### src/rtl/seg_scan_pkg.sv
// Shared constants and helpers for the seven-segment scan driver.
// Digit i of the packed display word occupies bits [SEG_W*i +: SEG_W].
package seg_scan_pkg;

  localparam int DIGITS = 6;
  localparam int SEG_W  = 7;
  localparam int WORD_W = DIGITS * SEG_W;
  localparam int IDX_W  = $clog2(DIGITS);

  localparam logic [SEG_W-1:0]  SEG_OFF  = 7'b1111111;
  localparam logic [DIGITS-1:0] AN_OFF   = '1;
  localparam logic [DIGITS-1:0] AN_ONE   = DIGITS'(1);
  localparam logic [IDX_W-1:0]  LAST_IDX = IDX_W'(DIGITS - 1);

  function automatic logic [SEG_W-1:0] digit_slice(
    input logic [WORD_W-1:0] word,
    input logic [IDX_W-1:0]  i
  );
    return word[SEG_W*i +: SEG_W];
  endfunction

endpackage

### src/rtl/scan_prescaler.sv
// Digit-slot prescaler: counts 0..DIV-1, flags the last cycle of a slot
// (tick) and the leading BLANK cycles of a slot (in_blank).
module scan_prescaler #(
  parameter int DIV   = 50000,
  parameter int BLANK = 2
) (
  input  logic clk,
  input  logic reset,
  output logic tick,
  output logic in_blank
);

  localparam int CNT_W = (DIV > 1) ? $clog2(DIV) : 1;
  localparam logic [CNT_W-1:0] CNT_LAST  = CNT_W'(DIV - 1);
  localparam logic [CNT_W-1:0] CNT_BLANK = CNT_W'(BLANK);

  logic [CNT_W-1:0] cnt_q, cnt_d;

  assign tick     = (cnt_q == CNT_LAST);
  assign in_blank = (cnt_q < CNT_BLANK);

  always_comb begin
    cnt_d = cnt_q + 1'b1;
    if (tick) cnt_d = '0;
  end

  always_ff @(posedge clk) begin
    if (reset) cnt_q <= '0;
    else       cnt_q <= cnt_d;
  end

endmodule

### src/rtl/seg_scan_driver.sv
// Time-multiplexed six-digit seven-segment driver with frame-aligned word swap.
// Optional SEG_GHOST_BLANK_EN darkens the first BLANK cycles of every digit slot.
module seg_scan_driver
  import seg_scan_pkg::*;
#(
  parameter int DIV   = 50000,
  parameter int BLANK = 2
) (
  input  logic              clk,
  input  logic              reset,
  input  logic              load,
  input  logic [WORD_W-1:0] display,
  output logic              ready,
  output logic [SEG_W-1:0]  seg,
  output logic [DIGITS-1:0] an,
  output logic              frame_done
);

  logic tick, in_blank;
  logic wrap, accept;

  logic [IDX_W-1:0]  idx_q, idx_d;
  logic [WORD_W-1:0] active_q, active_d;
  logic [WORD_W-1:0] pending_q, pending_d;
  logic              pend_v_q, pend_v_d;

  scan_prescaler #(
    .DIV  (DIV),
    .BLANK(BLANK)
  ) u_prescaler (
    .clk     (clk),
    .reset   (reset),
    .tick    (tick),
    .in_blank(in_blank)
  );

  assign wrap   = tick && (idx_q == LAST_IDX);
  assign accept = load && !pend_v_q;

  // A load on the wrap cycle only happens with pend_v clear, so it never
  // collides with the swap and lands in pending for the following frame.
  always_comb begin
    idx_d     = idx_q;
    active_d  = active_q;
    pending_d = pending_q;
    pend_v_d  = pend_v_q;
    if (tick) idx_d = wrap ? '0 : idx_q + 1'b1;
    if (wrap && pend_v_q) begin
      active_d = pending_q;
      pend_v_d = 1'b0;
    end
    if (accept) begin
      pending_d = display;
      pend_v_d  = 1'b1;
    end
  end

  always_ff @(posedge clk) begin
    if (reset) begin
      idx_q     <= '0;
      active_q  <= '0;
      pending_q <= '0;
      pend_v_q  <= 1'b0;
    end else begin
      idx_q     <= idx_d;
      active_q  <= active_d;
      pending_q <= pending_d;
      pend_v_q  <= pend_v_d;
    end
  end

  assign ready      = !pend_v_q;
  assign frame_done = wrap;

  always_comb begin
    an  = ~(AN_ONE << idx_q);
    seg = ~digit_slice(active_q, idx_q);
`ifdef SEG_GHOST_BLANK_EN
    if (in_blank) begin
      an  = AN_OFF;
      seg = SEG_OFF;
    end
`endif
  end

`ifndef SEG_GHOST_BLANK_EN
  logic unused_in_blank;
  assign unused_in_blank = in_blank;
`endif

endmodule

### config.mk
export PLATFORM = sky130hd
export DESIGN_NAME = seg_scan_driver
export DESIGN_NICKNAME = d
export VERILOG_FILES = /design/src/rtl/seg_scan_pkg.sv /design/src/rtl/scan_prescaler.sv /design/src/rtl/seg_scan_driver.sv
export SDC_FILE = /design/constraint.sdc
export NUM_CORES = 1
export LEC_CHECK = 0
export ABC_CLOCK_PERIOD_IN_PS = 4500
export CORE_MARGIN = 1.5
export CORE_UTILIZATION = 59
export DETAILED_ROUTE_END_ITERATION = 8
export PLACE_DENSITY = 0.95
export SYNTH_ARGS = -nofsm -noshare
export SYNTH_HDL_FRONTEND = slang
export SYNTH_SLANG_ARGS = --single-unit
### constraint.sdc
create_clock -name clk -period 4.5 [get_ports clk]
set_input_delay 0.9 -clock clk [delete_from_list [all_inputs] [get_ports clk]]
set_output_delay 0.9 -clock clk [all_outputs]
set_load 0.03 [all_outputs]
==> impl_table.tex <==
\begin{tabular}{lr}
\hline
Metric & Value \\
\hline
\multicolumn{2}{l}{\textbf{Critical path}} \\
\quad Maximum fanout count along the critical path & 18 \\
\quad Slowest-stage cell, CP & dfxtp\_1 \\
\quad Classification of the worst setup path & reg -> out \\
\quad CP bufs+invs & 1 \\
\quad Type of destination of the critical path & output port \\
\quad Critical path data required time & between 3000 and 4000 ps \\
\quad Critical Path, Cell by Cell & mux4\_2, a22oi\_1, clkdlybuf4s50\_1 \\
\quad Worst endpoint data arrival time & 2840 ps \\
\quad Stage delay of the slowest cell on the critical path & 930 ps \\
\quad Family of cells with the greatest summed delay on the critical path & flip-flops \\
\quad Startpoint kind of the worst setup timing path & flip-flop \\
\multicolumn{2}{l}{\textbf{CTS}} \\
\quad Clock-pin transition on the worst setup and hold timing paths & $\sim$100 ps \\
\quad Sink count of the clock tree & 104 \\
\quad Number of clock buffers inserted by TritonCTS & 9 \\
\quad Setup Fix Bufs, Post-CTS & 0 \\
\quad TritonCTS clock tree & built \\
\quad Root buffer selected by CTS & clkbuf\_8 \\
\quad Count of instances resized after the clock tree is built & 0 \\
\quad Hold-fix buffer count after cts & 0 \\
\quad Total number of H-tree levels & 3 \\
\quad Clock latency at the later pin of the worst-skew pair & 360 ps \\
\quad Maximum root-to-sink buffer count & 2 \\
\multicolumn{2}{l}{\textbf{Pwr}} \\
\quad Sw Pwr & 390 uW \\
\quad Leak & $\sim$0.0019 uW \\
\quad Cell area power density & 297 mW/mm\^{}2 \\
\quad Sequential fraction of design power & 59.9\% \\
\quad Peak supply drop & 0.166 mV \\
\quad Fraction of power consumed by combinational cells & 7.9\% \\
\quad Share of total power consumed by net switching & 24.4\% \\
\quad Fraction of power consumed by the clock network & between 30\% and 40\% \\
\quad Int Power & between 1000 and 1500 uW \\
\multicolumn{2}{l}{\textbf{Timing}} \\
\quad Slew headroom & roughly two fifths \\
\quad RSZ-0062 raised after global routing & no \\
\quad Max Freq & 267 MHz \\
\quad Crit share post-route & 83.1\% \\
\quad Summed negative setup slack over all endpoints & 0 ps \\
\quad Worst setup margin & 758 ps \\
\quad Worst-Margin Slew & 908 ps \\
\quad Final Slew Violations & 0 \\
\quad Number of setup violations in the final report & 0 \\
\quad Hold Fails Final Rpt & 0 \\
\quad Time the final worst path needs with I/O delays and setup & $\sim$3700 ps \\
\quad Layout Skew & 11.3 ps \\
\multicolumn{2}{l}{\textbf{Floorplan}} \\
\quad Overall die area & 0.00849 sq mm \\
\quad Placeable core area & 0.00769 sq mm \\
\quad Chip width & 92.1 um \\
\quad I/O pin cnt & 60 \\
\quad Starting density of the core & 61.0\% \\
\quad Die extent in y & 92.1 um \\
\quad Floorplan row count & 32 \\
\multicolumn{2}{l}{\textbf{Placement}} \\
\quad Worst setup slack after placement & about 1100 ps \\
\quad HPWL reported at the end of detailed placement & $\sim$6.6 mm \\
\quad IO Port Bufs & 59 \\
\quad Total cell area at the placement stage & $\sim$0.0052 sq mm \\
\quad Placed cells & 637 \\
\quad RePlAce Congestion & 0.790 \\
\multicolumn{2}{l}{\textbf{Worst hold path}} \\
\quad Kind of path behind the tightest hold check & reg -> reg \\
\multicolumn{2}{l}{\textbf{Layout}} \\
\quad Layout overhead on the synthesized area & 15.0\% \\
\quad Combined flip-flop and latch cell area & 0.00208 sq mm \\
\quad Share of post-route cells with drive strength above 1 & 7.80\% \\
\quad Count of fill cells added during filler insertion & 546 \\
\quad Area occupied by multi-input gates & roughly 0.0024 sq mm \\
\quad Layout Cells excl Fill & 653 \\
\quad Nets@finish & 597 \\
\quad Final std cell area, no fill & 0.00539 sq mm \\
\quad Antenna cell count & 0 \\
\multicolumn{2}{l}{\textbf{Global route}} \\
\quad Via count of the first global-routing pass & 3492 \\
\quad Antenna violations before repair & 0 \\
\quad All-Layer GR Usage & 24.0\% \\
\quad First-pass GRT wire length & 16.1 mm \\
\quad Pin count of the biggest net entering global routing & 60 \\
\quad Remaining Overflow, GRT & 0 \\
\multicolumn{2}{l}{\textbf{Logic synthesis}} \\
\quad Post-synthesis cell count & 507 \\
\quad Number of warning messages in the yosys log & 0 \\
\quad Flip-flop and latch count after synthesis & between 100 and 150 \\
\quad Mean post-synth cell area & about 9 sq um \\
\quad Proportion of synthesized chip area in sequential cells & 44.4\% \\
\quad Combined area of all synthesized cells & 0.00469 sq mm \\
\quad Number of distinct library cell variants in the gate-level netlist after synthesis & 35 \\
\quad Mapped Nets & $\sim$560 \\
\multicolumn{2}{l}{\textbf{Detailed routing}} \\
\quad Detail-routed via count per cell & 5.44 \\
\quad DRC violation count after routing & 0 \\
\quad Routed wirelength normalized by instance count & around 15 um \\
\quad DR pass1 iterations & 4 \\
\quad Iteration-0 DRC count of the detailed router & 191 \\
\quad Number of nets still failing antenna checks after routing & 0 \\
\quad Detailed Route WL & roughly 9.8 mm \\
\quad Total vias in the final route & 3550 \\
\multicolumn{2}{l}{\textbf{Status}} \\
\quad Result of the run & complete, no violations \\
\multicolumn{2}{l}{\textbf{Run}} \\
\quad Max cap viols & 0 \\
\hline
\end{tabular}
[sequential cells by signal (all words and copies together) (netlist names)]
signal,count
active_q,42
idx_q,3
pend_v_q,1
pending_q,42
u_prescaler.cnt_q,16
[metrics by stage]
stage          utilization (%)  total power [uW]  hold slack [ps]
3_3_place_gp              68.0              1100              439
2_1_floorplan                -              1050              426
3_5_place_dp              68.0              1110              447
4_1_cts                   70.1              1600              461
5_1_grt                   70.1              1650              483
6_report                  70.1              1600              459
[power by group through the flow]
| stage | Combinational, uW | Sequential [uW] | Clock (uW) |
|---|---|---|---|
| 2_1_floorplan | 73.3 | 975 | 0 |
| 3_5_place_dp | 126 | 980 | 0 |
| 6_report | 127 | 959 | 514 |
| 3_3_place_gp | 122 | 978 | 0 |
| 4_1_cts | 127 | 958 | 516 |
| 5_1_grt | 140 | 962 | 551 |
[cells in the final DEF (no fill, tap or decap), types with 3 or more instances in the layout]
cell,count
and3_1,3
clkdlybuf4s50_1,58
clkinv_2,4
nand4_1,5
ha_1,6
mux2i_1,42
xnor2_1,3
mux4_2,7
nor2_1,21
dfxtp_1,104
nand2_1,97
nand2b_1,86
mux2_2,7
buf_4,5
clkbuf_8,9
xor2_1,11
a21oi_1,45
nand3_1,5
inv_1,6
and4_1,3
a22oi_1,7
[final timing paths]
kind                              start                          to  slack, ps  cells after the start
max               idx_q[0]$_SDFFE_PP0N_                      seg[0]        760                      3
min          pending_q[20]$_SDFFE_PP0P_  pending_q[20]$_SDFFE_PP0P_        460                      2
max reg2reg       idx_q[0]$_SDFFE_PP0N_   active_q[33]$_SDFFE_PP0P_       1870                      5
min reg2reg  pending_q[20]$_SDFFE_PP0P_  pending_q[20]$_SDFFE_PP0P_        460                      2
[layer usage]
metal  up-vias  wire, um  track usage [%]
li1       1745         -                -
met1      1688      4350             29.7
met2        98      4740             41.7
met3        19       548             4.31
met4         0       204             8.85
met5         -         0                0
[Yosys cell counts]
library cell / count / share of area, %
a21oi_1: 45 / 4.8
a22oi_1: 7 / 1.1
and2_1: 1 / 0.13
and3_1: 3 / 0.40
and4_1: 3 / 0.56
and4_2: 1 / 0.21
and4_4: 1 / 0.24
and4bb_1: 1 / 0.27
buf_12: 4 / 1.7
buf_2: 3 / 0.32
buf_4: 2 / 0.32
buf_6: 1 / 0.24
clkbuf_1: 26 / 2.1
dfxtp_1: 104 / 44
ha_1: 6 / 1.6
inv_1: 6 / 0.48
mux2_2: 7 / 1.7
mux2i_1: 42 / 9.0
mux4_2: 7 / 3.4
nand2_1: 97 / 7.8
nand2b_1: 86 / 11
nand3_1: 5 / 0.53
nand3b_1: 1 / 0.16
nand4_1: 5 / 0.67
nand4_4: 1 / 0.45
nor2_1: 21 / 1.7
nor2b_1: 1 / 0.13
nor3_1: 1 / 0.11
nor3_2: 1 / 0.21
nor3b_4: 1 / 0.40
nor4b_4: 1 / 0.51
or2_2: 1 / 0.13
or3b_1: 1 / 0.19
xnor2_1: 3 / 0.56
xor2_1: 11 / 2.1
[cell families after synthesis]
group,synth area share (%)
simple gates,26.2
flops,44.4
mux,14.0
compound gates,5.93
buf+inv,5.15
xor+xnor,2.62
fa+ha+maj,1.60
[worst register-to-register path, stage by stage, from the launching register on]
cell     delay (ps)
dfxtp_1         930
ha_1            300
nand2_1         200
nor3_4          200
buf_4           580
mux2i_1         340
[cell type report]
| class | count | share of cell area, % |
|---|---|---|
| Inverter | 6 | 0.418 |
| Tap cell | 102 | 2.37 |
| Clock buffer | 10 | 2.37 |
| Multi-Input combinational cell | 361 | 44.0 |
| Clock inverter | 6 | 0.673 |
| Timing Repair Buffer | 64 | 11.6 |
| Sequential cell | 104 | 38.6 |
Note: power is estimated with default switching activity, not from simulation.
